### src/rtl/midi_pkg.sv
`default_nettype none
// +------------------------------------------------------------------------+
// | Module      : midi_pkg                                                 |
// | Description : Shared types and defaults for the MIDI activity LEDs,    |
// |               the router and the LED matrix scanner.                   |
// | Revision    : 1.0  initial release                                     |
// +------------------------------------------------------------------------+
package midi_pkg;

  // Ports per direction, shared with the router and LED scanner.
  localparam int NCH          = 16;

  // Defaults: 1 ms tick at 12 MHz, 40 ms lit, 20 ms forced dark.
  localparam int DEF_TICK_DIV = 12000;
  localparam int DEF_HOLD     = 40;
  localparam int DEF_GAP      = 20;

  typedef enum logic [1:0] {
    ST_IDLE = 2'b00,
    ST_ON   = 2'b01,
    ST_GAP  = 2'b10
  } chan_state_t;

  // Counter width able to hold the larger of the two window lengths.
  function automatic int cnt_width(input int hold, input int gap);
    int m;
    m = (hold > gap) ? hold : gap;
    return $clog2(m + 1);
  endfunction

endpackage
`default_nettype wire

### src/rtl/activity_chan.sv
`default_nettype none
// +------------------------------------------------------------------------+
// | Module      : activity_chan                                            |
// | Description : One LED activity channel: ON window of HOLD ticks, then  |
// |               a forced GAP of GAP ticks; strobes seen while busy are   |
// |               collapsed into a single follow-on window.                |
// | Revision    : 1.0  initial release                                     |
// +------------------------------------------------------------------------+
module activity_chan
  import midi_pkg::*;
#(
  parameter int HOLD = DEF_HOLD,
  parameter int GAP  = DEF_GAP
) (
  input  logic clk,
  input  logic rst_n,
  input  logic strobe,
  input  logic tick,
  output logic act
);

  localparam int            CW     = cnt_width(HOLD, GAP);
  localparam logic [CW-1:0] C_HOLD = CW'(HOLD);
  localparam logic [CW-1:0] C_GAP  = CW'(GAP);
  localparam logic [CW-1:0] C_ONE  = CW'(1);

  chan_state_t   r_state, w_state_nxt;
  logic [CW-1:0] r_cnt,   w_cnt_nxt;
  logic          r_pend,  w_pend_nxt;
  logic          r_act;

  // Next-state logic: window sequencing, tick countdown and pending request.
  always_comb begin
    w_state_nxt = r_state;
    w_cnt_nxt   = r_cnt;
    w_pend_nxt  = r_pend;
    case (r_state)
      ST_IDLE: begin
        if (strobe) begin
          w_state_nxt = ST_ON;
          w_cnt_nxt   = C_HOLD;
        end
      end
      ST_ON: begin
        w_pend_nxt = r_pend | strobe;
        if (tick) begin
          if (r_cnt == C_ONE) begin
            w_state_nxt = ST_GAP;
            w_cnt_nxt   = C_GAP;
          end else begin
            w_cnt_nxt   = r_cnt - C_ONE;
          end
        end
      end
      ST_GAP: begin
        // A strobe on the final gap tick still counts as a request.
        w_pend_nxt = r_pend | strobe;
        if (tick) begin
          if (r_cnt == C_ONE) begin
            if (w_pend_nxt) begin
              w_state_nxt = ST_ON;
              w_cnt_nxt   = C_HOLD;
              w_pend_nxt  = 1'b0;
            end else begin
              w_state_nxt = ST_IDLE;
              w_cnt_nxt   = '0;
            end
          end else begin
            w_cnt_nxt   = r_cnt - C_ONE;
          end
        end
      end
      default: begin
        w_state_nxt = ST_IDLE;
        w_cnt_nxt   = '0;
        w_pend_nxt  = 1'b0;
      end
    endcase
  end

  // State registers; the LED bit gets its own flop so the output is glitch-free.
  always_ff @(posedge clk or negedge rst_n) begin
    if (!rst_n) begin
      r_state <= ST_IDLE;
      r_cnt   <= '0;
      r_pend  <= 1'b0;
      r_act   <= 1'b0;
    end else begin
      r_state <= w_state_nxt;
      r_cnt   <= w_cnt_nxt;
      r_pend  <= w_pend_nxt;
      r_act   <= (w_state_nxt == ST_ON);
    end
  end

  assign act = r_act;

endmodule
`default_nettype wire

### src/rtl/midi_activity_stretch.sv
`default_nettype none
// +------------------------------------------------------------------------+
// | Module      : midi_activity_stretch                                    |
// | Description : Stretches per-port MIDI byte strobes into visible LED    |
// |               activity bits for the in/out LED scanner buses.          |
// | Revision    : 1.0  initial release                                     |
// +------------------------------------------------------------------------+
module midi_activity_stretch
  import midi_pkg::*;
#(
  parameter int NCH      = midi_pkg::NCH,
  parameter int TICK_DIV = DEF_TICK_DIV,
  parameter int HOLD     = DEF_HOLD,
  parameter int GAP      = DEF_GAP
) (
  input  logic           clk,
  input  logic           rst_n,
  input  logic [NCH-1:0] in_strobe,
  input  logic [NCH-1:0] out_strobe,
  output logic [NCH-1:0] in_act,
  output logic [NCH-1:0] out_act
);

  if (HOLD < 1 || GAP < 1 || TICK_DIV < 2) begin : g_param_check
    $error("midi_activity_stretch: HOLD and GAP must be >= 1, TICK_DIV >= 2");
  end

  localparam int            PW         = $clog2(TICK_DIV);
  localparam logic [PW-1:0] C_PCNT_MAX = PW'(TICK_DIV - 1);

  logic [PW-1:0]    r_pcnt;
  logic             w_tick;
  logic [2*NCH-1:0] w_strobe_all;
  logic [2*NCH-1:0] w_act_all;

  assign w_tick = (r_pcnt == C_PCNT_MAX);

  // Free-running prescaler shared by every channel.
  always_ff @(posedge clk or negedge rst_n) begin
    if (!rst_n) begin
      r_pcnt <= '0;
    end else if (w_tick) begin
      r_pcnt <= '0;
    end else begin
      r_pcnt <= r_pcnt + 1'b1;
    end
  end

  // Input ports occupy the low half, output ports the high half.
  assign w_strobe_all = {out_strobe, in_strobe};

  for (genvar g = 0; g < 2*NCH; g++) begin : g_chan
    activity_chan #(
      .HOLD (HOLD),
      .GAP  (GAP)
    ) u_chan (
      .clk    (clk),
      .rst_n  (rst_n),
      .strobe (w_strobe_all[g]),
      .tick   (w_tick),
      .act    (w_act_all[g])
    );
  end

  assign in_act  = w_act_all[NCH-1:0];
  assign out_act = w_act_all[2*NCH-1:NCH];

endmodule
`default_nettype wire
### config.mk
export PLATFORM = sky130hd
export DESIGN_NAME = midi_activity_stretch
export DESIGN_NICKNAME = d
export VERILOG_FILES = /design/src/rtl/midi_pkg.sv /design/src/rtl/activity_chan.sv /design/src/rtl/midi_activity_stretch.sv
export SDC_FILE = /design/constraint.sdc
export NUM_CORES = 1
export LEC_CHECK = 0
export ABC_AREA = 1
export CAP_MARGIN = 20
export CORE_UTILIZATION = 45
export DETAILED_ROUTE_END_ITERATION = 12
export PLACE_DENSITY = 0.58
export SYNTH_ARGS = -nofsm -noshare
export SYNTH_HDL_FRONTEND = slang
export SYNTH_SLANG_ARGS = --single-unit
### constraint.sdc
create_clock -name clk -period 2.5 [get_ports clk]
set_clock_uncertainty 0.05 [all_clocks]
set_input_delay 0.375 -clock clk [delete_from_list [all_inputs] [get_ports clk]]
set_output_delay 0.375 -clock clk [all_outputs]
set_load 0.02 [all_outputs]
==> metrics.yaml <==
floorplan:
  io_pins: 66
  row_count: 82
  die_area_um2: 51600
  die_h_um: 227
  start_util_pct: 45.5
  die_w_um: 227
  coreArea_um2: 50100
detailed_routing:
  wl_met1_mm: 24.6
  drtIter0Drc: 1116
  ant_nets: 0
  wl_mm: 52.0
  drcViolationCount: 0
  drt-pass1-iter-count: 5
  via_count: 20000
  routed_via_density: 5.08
  wl_met2_mm: 24.1
  wl_met3_mm: 2.16
  wl_per_cell_um: 13.2
  top_layer: "met4"
sta:
  slew_headroom_pct: 59.9
  rsz0062_at_grt: "no"
  finalSetupTns_ps: 0
  worst_pin_slew_ps: 601
  slew_viol_final: 0
  hold_ws_ps: 295
  finalCritPeriodShare_pct: 86.7
  hold_violations: 0
  fin_crit_ps: 2170
  setup_viol: 0
  fmax_ghz: 0.461
synthesis:
  synth_edf_count: 0
  syn-num-nets: 3384
  synth.most_common_cell: "nand2_1"
  yosysWarningCount: 0
  synth_seq_area_share_pct: 36.6
  synth_area_leaders: "dfrtp_1 37%, nand2_1 14%, ha_1 11%"
  synth_top_area_share_pct: 36.6
  synthArstFlopShare_pct: 100
  synth_largest_area_cell: "dfrtp_1"
  syn-mean-instance-area_um2: 7.22
  synthFlopType: "dfrtp_1"
  syn_area_um2: 22800
  ys_ff_latch: 334
  synth_cell_types: 41
  synth_commonest_cells: "864 x nand2_1, 499 x inv_1, 334 x dfrtp_1"
  syn_inst: 3157
pwr:
  p_leak_nw: 13.6
  ir_worst_vdd_uv: 504
  power_density_nw_per_um2: 992
setup_path:
  cp-start-kind: "flop"
  critPathMaxFanout: 26
  arrival_ps: 2620
  setup.worst_path.end_class: "flop"
  critPathKind: "reg -> reg"
  required_ps: 2960
status:
  status: "complete, no violations"
finish:
  nNetsFinal: 3459
  area_growth_pct: 12.0
  post-route-util_pct: 51.0
  num_antenna_cells: 0
  design_area_um2: 25500
  drive_gt1_share_pct: 4.14
clock_tree:
  clkTransAtPathRegs_ps: 60
  cts_tree: "built"
  cts_buffer_depth: 3
  cts_num_sinks: 334
  clock_latency_ps: 560
  numCtsBuffers: 41
  cts_setup_buffers: 0
  h-tree-depth: 2
  root_buffer: "clkbuf_16"
placement:
  io_buffers: 65
  hpwlAfterDp_mm: 37.2
  place.gp.congestion: 0.879
  place_area_um2: 24200
min_path:
  hold_class: "in -> async"
global_route:
  antenna_found_initial: 0
  grt_pass1_wl_mm: 88.8
  grt_max_degree: 64
  grt.total_usage_pct: 20.7
  grt-ovfl-total: 0
  grt_pass1_vias: 19100
run:
  maxCapViolCount: 0
-- sequential cells by signal (all words and copies together) (netlist names) --
register	flops
g_chan.u_chan.act	32
g_chan.u_chan.r_state	64
g_chan.u_chan.r_pend	32
r_pcnt	14
g_chan.u_chan.r_cnt	192
-- timing repair --
item	in CTS	in global routing
resized for setup	0	0
hold buffers	1	0
endpoints found under the hold margin	48	0
-- cell usage in the layout, fill, tap and decap left out, types with 11 or more instances in the layout --
| cell | count |
|---|---|
| nand2_1 | 863 |
| nor3_1 | 31 |
| ha_1 | 193 |
| clkbuf_8 | 14 |
| nand3_1 | 261 |
| xnor2_1 | 32 |
| nand4_1 | 108 |
| a21oi_1 | 56 |
| xor2_1 | 69 |
| clkbuf_16 | 43 |
| dfrtp_1 | 334 |
| nand3b_1 | 14 |
| nor2_1 | 228 |
| a31oi_1 | 11 |
| and2_1 | 25 |
| o21ai_1 | 15 |
| or2_2 | 12 |
| inv_2 | 12 |
| nor2_2 | 11 |
| inv_1 | 499 |
| o22ai_1 | 38 |
| o21ai_0 | 262 |
| clkdlybuf4s50_1 | 64 |
-- per-stage QoR --
step                      power [mW]  worst slack, ps  std cells
after floorplan                 17.0              723       3157
after global placement          19.3              382       3860
after detailed placement        19.5              322       3860
after CTS                       25.6              298       3931
after global routing            27.8              163       3931
final                           25.3              332       3931
-- critical path: stages (launching register included) --
cell and delay [ps]:
dfrtp_1 380, ha_1 240, nand3_2 140, nor2_4 140, buf_4 450, and3_1 290
a21oi_1 70, or2_2 290, inv_1 50
-- layout make-up --
class	count	area (um2)
fill	4946	24500
multi-input combinational	2259	12200
sequential	334	8360
inverter	512	1920
clock buffer	67	1310
timing repair buffer	84	901
tap	672	841
clock inverter	3	18.8
-- cell families after synthesis --
family	after synthesis	share of synthesized area [%]
xor+xnor	101	3.88
buf+inv	564	9.97
compound gates	395	9.21
flops	334	36.6
simple gates	1570	29.7
fa+ha+maj	193	10.6
-- power breakdown --
part	switching, mW	internal, mW	total [mW]
sequential	1.33	6.97	8.30
combinational	6.87	4.28	11.2
clock	2.34	3.54	5.88
total	10.5	14.8	25.3
-- final timing paths --
kind,depth (start not counted),slack [ps],to,from
min in group clk,2,430,g_chan[5].u_chan.r_pend,g_chan[5].u_chan.r_pend
setup reg to reg,8,330,r_pcnt[8],r_pcnt[0]
hold reg to reg,2,430,g_chan[5].u_chan.r_pend,g_chan[5].u_chan.r_pend
setup / recovery,8,330,r_pcnt[8],r_pcnt[0]
hold / removal,2,290,g_chan[1].u_chan.r_cnt[0],rst_n
max in group asynchronous,3,1350,g_chan[31].u_chan.r_cnt[1],rst_n
-- metal layers --
metal / global-route usage [%] / up-vias
met4: 5.93 / 0
met2: 34.3 / 344
met1: 27.5 / 9308
li1: - / 10200
met5: 0 / -
met3: 3.58 / 86
Power figures use the tool's default switching activity.
